===== src/rtl/if_id_buffer.sv =====
// rtl/if_id_buffer.sv - IF/ID 2-entry skid buffer with decoded fields (optional IF_ID_FLUSH_STATS_EN adds Flushed_Count)
module if_id_buffer #(
  parameter logic [31:0] NOP_INSTR = 32'h0000_0000,
  parameter logic [31:0] PC_RESET  = 32'h0000_0000
) (
  input  logic        clk,
  input  logic        reset,
  input  logic        In_Valid,
  output logic        In_Ready,
  input  logic [31:0] In_Instruction,
  input  logic [31:0] In_PC_Plus4,
  input  logic        Flush,
  output logic        Out_Valid,
  input  logic        Out_Ready,
  output logic [31:0] Out_Instruction,
  output logic [31:0] Out_PC_Plus4,
  output logic [5:0]  Opcode,
  output logic [4:0]  Rs,
  output logic [4:0]  Rt,
  output logic [4:0]  Rd,
  output logic [5:0]  Funct,
  output logic [15:0] Immediate_16
`ifdef IF_ID_FLUSH_STATS_EN
  ,
  output logic [15:0] Flushed_Count
`endif
);

  logic [1:0]  count;
  logic        rd_ptr;
  logic        wr_ptr;
  logic [31:0] instr_mem [2];
  logic [31:0] pc_mem    [2];
  logic        push;
  logic        pop;

  // Handshakes depend only on registered occupancy, so no Out_Ready -> In_Ready path exists
  assign In_Ready  = (count != 2'd2);
  assign Out_Valid = (count != 2'd0);
  assign push      = In_Valid && In_Ready;
  assign pop       = Out_Valid && Out_Ready;

  // Occupancy and 1-bit wrapping pointers; Flush beats any same-cycle push or pop
  always_ff @(posedge clk or negedge reset) begin
    if (!reset) begin
      count  <= 2'd0;
      rd_ptr <= 1'b0;
      wr_ptr <= 1'b0;
    end else if (Flush) begin
      count  <= 2'd0;
      rd_ptr <= 1'b0;
      wr_ptr <= 1'b0;
    end else begin
      if (push) wr_ptr <= ~wr_ptr;
      if (pop)  rd_ptr <= ~rd_ptr;
      case ({push, pop})
        2'b10:   count <= count + 2'd1;
        2'b01:   count <= count - 2'd1;
        default: count <= count;
      endcase
    end
  end

  // Entry storage needs no reset: contents are only visible while counted as valid
  always_ff @(posedge clk) begin
    if (push && !Flush) begin
      instr_mem[wr_ptr] <= In_Instruction;
      pc_mem[wr_ptr]    <= In_PC_Plus4;
    end
  end

  // Head entry, or the bubble values while empty
  always_comb begin
    Out_Instruction = NOP_INSTR;
    Out_PC_Plus4    = PC_RESET;
    if (Out_Valid) begin
      Out_Instruction = instr_mem[rd_ptr];
      Out_PC_Plus4    = pc_mem[rd_ptr];
    end
  end

  // Instruction field split for the decode stage
  always_comb begin
    Opcode       = Out_Instruction[31:26];
    Rs           = Out_Instruction[25:21];
    Rt           = Out_Instruction[20:16];
    Rd           = Out_Instruction[15:11];
    Funct        = Out_Instruction[5:0];
    Immediate_16 = Out_Instruction[15:0];
  end

`ifdef IF_ID_FLUSH_STATS_EN
  logic [16:0] flushed_sum;
  assign flushed_sum = {1'b0, Flushed_Count} + {15'd0, count};

  // Accumulate discarded valid entries per flush, saturating at all-ones
  always_ff @(posedge clk or negedge reset) begin
    if (!reset) begin
      Flushed_Count <= 16'd0;
    end else if (Flush) begin
      Flushed_Count <= flushed_sum[16] ? 16'hFFFF : flushed_sum[15:0];
    end
  end
`endif

endmodule

===== config.mk =====
export PLATFORM = sky130hd
export DESIGN_NAME = if_id_buffer
export DESIGN_NICKNAME = d
export VERILOG_FILES = /design/src/rtl/if_id_buffer.sv
export SDC_FILE = /design/constraint.sdc
export NUM_CORES = 1
export LEC_CHECK = 0
export BUFFER_PORTS_ARGS = -buffer_cell sky130_fd_sc_hd__buf_2
export CAP_MARGIN = 20
export CORE_ASPECT_RATIO = 1.75
export CORE_MARGIN = 1.5
export CORE_UTILIZATION = 35
export DETAILED_ROUTE_END_ITERATION = 6
export SETUP_SLACK_MARGIN = 0.15
export SYNTH_ARGS = -nofsm -noshare
export SYNTH_HDL_FRONTEND = slang
export SYNTH_SLANG_ARGS = --single-unit

===== constraint.sdc =====
create_clock -name clk -period 6.8 [get_ports clk]
set_input_delay 0.34 -clock clk [delete_from_list [all_inputs] [get_ports clk]]
set_output_delay 0.34 -clock clk [all_outputs]
set_load 0.005 [all_outputs]

# ---- Yosys cells after proc, flatten, opt, wreduce, memory -nomap -nowiden
# Memory sizes are Yosys's and may differ from the RTL's.
# Cells that the tools add are included.
dict set report totals {
  reg_bits 4
  mem_count 2
  word_cells 30
  latchBits 0
  ram_bits 128
  out_inout_bits 109
  romBits 0
}
dict set report classes {
  n_bitwise 2
  reduce_logical 8
  mul 0
  div_mod_pow 0
  mux 10
  n_eq_ne 3
  n_addsub 2
  order_cmp 0
  shifts 0
}
# memory words word_bits rd rd_clocked_by_memory_dff write_ports line_no
set mem_list {}
lappend mem_list {instr_mem 2 32 1 0 1 32} ;# logic [31:0] instr_mem [2];
lappend mem_list {pc_mem 2 32 1 0 1 33} ;# logic [31:0] pc_mem [2];
# operator n
set op_table {}
lappend op_table {{$mux 32} 2}
lappend op_table {{$mux 1} 6}
lappend op_table {{$reduce_bool 2->1} 3}
lappend op_table {{$pmux 2 s2} 1}
lappend op_table {{$logic_and 1x1->1} 3}
lappend op_table {{$reduce_bool 3->1} 1}
lappend op_table {{$add 2x1->2 const B} 1}
lappend op_table {{$eq 2x1->1 const B} 1}
lappend op_table {{$eq 2x2->1 const B} 1}
lappend op_table {{$mux 2} 1}
lappend op_table {{$ne 2x2->1 const B} 1}
lappend op_table {{$not 1->1} 2}
lappend op_table {{$sub 2x1->2 const B} 1}
lappend op_table {{$logic_not 1->1} 1}

# ---- Longest topological paths before layout
dict set report depth {
  depth_word 5
  mapped_depth 5
  mapped_depth_nobuf 4
}

# ---- Worst setup path after synthesis
# No wires, ideal clock.
dict set report synth_timing {
  path_type {flip-flop to flip-flop}
  from {register count[1]}
  to {memory instr_mem[1][0], enable pin}
  n_path_buf 0
  setup_slack_ns 0.848
  path_stages_with_launch 5
  t_required_ns 6.222
  period_less_slack_ns 5.952
  arrival_time_ns 5.375
  cell_sequence {dfrtp_1 > nor2b_2 > inv_2 > nand2_1 > nor3b_1}
}
dict set report synth_via {
  elab_chain_cells 5
}
# item line_no
set synth_rtl {}
lappend synth_rtl {{start: declaration} 29} ;# logic [1:0] count;
lappend synth_rtl {{start signal: assignment} 57} ;# 2'b10: count <= count + 2'd1;
lappend synth_rtl {{start signal: assignment} 58} ;# 2'b01: count <= count - 2'd1;
lappend synth_rtl {{start signal: assignment} 59} ;# default: count <= count;
lappend synth_rtl {{$ne 2x2->1} 38} ;# assign In_Ready = (count != 2'd2);
lappend synth_rtl {{net In_Ready} 9} ;# output logic In_Ready,
lappend synth_rtl {{$logic_and 1x1->1} 40} ;# assign push = In_Valid && In_Ready;
lappend synth_rtl {{$logic_and 1x1->1} 66} ;# if (push && !Flush) begin
lappend synth_rtl {{$mux 1} 66}
lappend synth_rtl {{$mux 1 (implied by the code)} 67} ;# instr_mem[wr_ptr] <= In_Instruction;
lappend synth_rtl {{end: declaration} 32}
# The timed path passes the listed nets, and every way through them passes these cells.

# ---- Worst setup path after layout
dict set report layout_timing {
  from {register rd_ptr}
  to {output Funct[0]}
}
dict set report layout_via {
  elab_chain_cells 2
}
# item line_no
set layout_rtl {}
lappend layout_rtl {{start: declaration} 30} ;# logic rd_ptr;
lappend layout_rtl {{start signal: assignment} 55} ;# if (pop) rd_ptr <= ~rd_ptr;
lappend layout_rtl {{$mem_v2 2x32} --}
lappend layout_rtl {{$mux 32} 76} ;# if (Out_Valid) begin
lappend layout_rtl {{end: declaration} 21} ;# output logic [5:0] Funct,
# Every way passes these cells.

==> impl_metrics.toml <==
[outcome]
status = "completed"

[place]
routabilityCongestion = 0.743
portBuffers = 177
dp_hpwl_mm = 6.54
dp_cells = 646

[finish]
finalNonFillerCells = 681
final_nets = 553
area_growth_pct = 25.2
multi_input_area_um2 = 1020
seqCellArea_um2 = 3950
fillCellCount = 1407
drive_above_1_share_pct = 43.9

[die]
die_w_um = 96.6
rows = 59
core_um2 = 14900
io_pins = 178
die_area_um2 = 16100
fp.dieH_um = 167
initial_core_util_pct = 36.0

[logic_synthesis]
synth-seq-cells = 132
synth_area_um2 = 5370
ys_types = 21
yosys_warnings = 0
syn_inst = 340
seq_area_frac_synth_pct = 73.5
syn_nets = 409
avgSynthCellArea_um2 = 15.8

[clock_network]
postCtsSetupBuffers = 0
h-tree-depth = 4
insertion_delay_ps = 410
cts_buffers = 17
clk_pin_slew_ps = 60
clock_path_buffers = 2
cts.sinks = 132
cts_tree = "done"
cts-root-buf = "clkbuf_16"

[flow_run]
cap_violations = 0

[power]
leakage_nw = 2.67
peakVddDrop_mv = 0.162
p_per_area_nw_per_um2 = 295

[global_routing]
track_usage_pct = 13.2
grt_max_degree = 66
grt_antenna_before_repair = 3
grt_overflow = 0
grt_pass1_wl_mm = 16.4
first_global_vias = 3341

[sta]
hold_viol = 0
relSlewSlack_pct = 38.7
tightest_slew_ps = 919
period_share_pct = 33.7
maxSlewViolCount = 0
fmax_mhz = 436
rsz0062_at_grt = "no"
fin_skew_ps = 9.64
min_period_ps = 2290
setup_viol = 0
tns_ps = 0

[setup_path]
crit_path_end_kind = "output pin"
r2r-end = "instr_mem[1][24]$_DFFE_PP_"
critPathKind = "reg2out"
slowest_stage = "dfrtp_4"
rr_startpoint = "count[1]$_DFFE_PN0P_"
r2r_cells = 5
path_cells = "buf_16 -> mux2i_1 -> nor2_1 -> buf_2"
max_stage_delay_ps = 650
startpoint_type = "register"
rrSetupSlack_ps = 4680
required_ps = 6460
cp.arrival_ps = 1950
critPathMaxFanout = 48

[drt]
viasPerCell = 4.60
vias = 3133
drc_errors = 0
dr.pass1.iters = 4
wire_per_inst_um = 15.3
routed_wl_mm = 10.5
drt-initial-drc-count = 125
ant_nets = 0

[hold_path]
whs_path_depth = 1
hold_path_end = "instr_mem[1][11]$_DFFE_PP_"
hp-class = "in2reg"
min_from = "In_Instruction[11]"
where the power goes:
group / switching [W] / total (W) / internal, W
clock: 0.000348 / 0.000854 / 0.000506
combinational: 0.000102 / 0.000188 / 0.0000853
sequential: 0.0000132 / 0.000940 / 0.000927
total: 0.000463 / 0.00198 / 0.00152
worst max-delay path by stage:
| stage | from | endpoint | slack (ps) | cells after the start |
|---|---|---|---|---|
| finish | rd_ptr$_DFFE_PN0P_ | Funct[0] | 4510 | 4 |
| global route | count[0]$_DFFE_PN0P_ | Funct[0] | 4360 | 4 |
| CTS | rd_ptr$_DFFE_PN0P_ | Funct[0] | 4170 | 3 |
| global placement | rd_ptr$_DFFE_PN0P_ | Funct[0] | 4680 | 3 |
| floorplan | count[1]$_DFFE_PN0P_ | instr_mem[1][0]$_DFFE_PP_ | 850 | 4 |
| detailed placement | rd_ptr$_DFFE_PN0P_ | Funct[0] | 4630 | 3 |
layout by cell type, fill, tap and decap left out, types with 2 or more instances in the layout:
cell type   Yosys  layout
a21oi_1         4       4
buf_2           7     177
buf_4          49       3
clkbuf_16       0      17
clkinv_4        0       2
clkinvlp_4      0       5
dfrtp_1         4       3
edfxtp_1      128     128
inv_2           2       2
inv_6           0       4
mux2i_1        65      65
nor2_1         66      65
o21ai_0         2       2
kinds of logic after synthesis:
| logic type | count (synthesis) | synth area share (%) |
|---|---|---|
| multiplexers | 65 | 12.1 |
| AND/OR/NAND/NOR | 74 | 5.60 |
| AO/OA/AOI/OAI | 8 | 0.839 |
| buffers and inverters | 60 | 7.79 |
| flip-flops | 132 | 73.5 |
| XOR/XNOR | 1 | 0.163 |
critical path, delay by kind of cell, from the launching register on:
kind	cells	cell delay [ps]
and+or+nand+nor	1	90
DFF	1	650
muxes	1	260
buffers and inverters	2	530
stage by stage:
stage / setup WS (ps) / util (%) / area (um2) / hold slack (ps) / total power [W]
3_3_place_gp: 4680 / 41.0 / 6120 / 151 / 0.00114
4_1_cts: 4170 / 44.8 / 6690 / 97.4 / 0.00201
5_1_grt: 4360 / 45.0 / 6710 / 95.0 / 0.00206
2_1_floorplan: 848 / - / 5370 / 44.4 / 0.00108
3_5_place_dp: 4630 / 41.0 / 6120 / 151 / 0.00115
6_report: 4510 / 45.0 / 6720 / 118 / 0.00198
state kept, by name, summed over array words and instances, names as in the netlist:
name / cells
instr_mem: 64
pc_mem: 64
count: 2
rd_ptr: 1
wr_ptr: 1
layer usage:
layer	share of wire [%]	track usage [%]	routed length, um
met1	35	13.0	3700
met2	56	24.5	5880
met3	5.6	4.03	586
met4	2.4	7.12	248
met5	0.30	0	31
cell type report:
class / count / share of cell area (%)
diodes: 1 / 0.0373
flip-flops and latches: 132 / 58.8
inverters: 3 / 0.168
well taps: 183 / 3.41
clock buffers: 18 / 6.39
clock inverters: 14 / 1.92
repair buffers: 182 / 14.1
multi-input cells: 148 / 15.2
cell usage after synthesis (all sizes together):
library cell | count | share of area (%)
mux2i | 65 | 12
or2 | 1 | 0.12
o211ai | 1 | 0.14
nor2 | 66 | 4.6
a21oi | 4 | 0.37
buf | 56 | 7.5
o21ai | 2 | 0.19
dfrtp | 4 | 1.9
nor2b | 1 | 0.16
clkbuf | 1 | 0.070
nor3b | 2 | 0.28
nand3b | 1 | 0.14
or3 | 1 | 0.12
xor2 | 1 | 0.16
a21o | 1 | 0.14
edfxtp | 128 | 72
inv | 3 | 0.21
nor3 | 1 | 0.093
nand2 | 1 | 0.070
what timing repair did:
item | 4_1_cts | 5_1_grt
hold endpoints to repair | 4 | 0
resized for setup | 0 | 0
hold buffers | 1 | 0
Note: power is estimated with default switching activity, not from simulation.
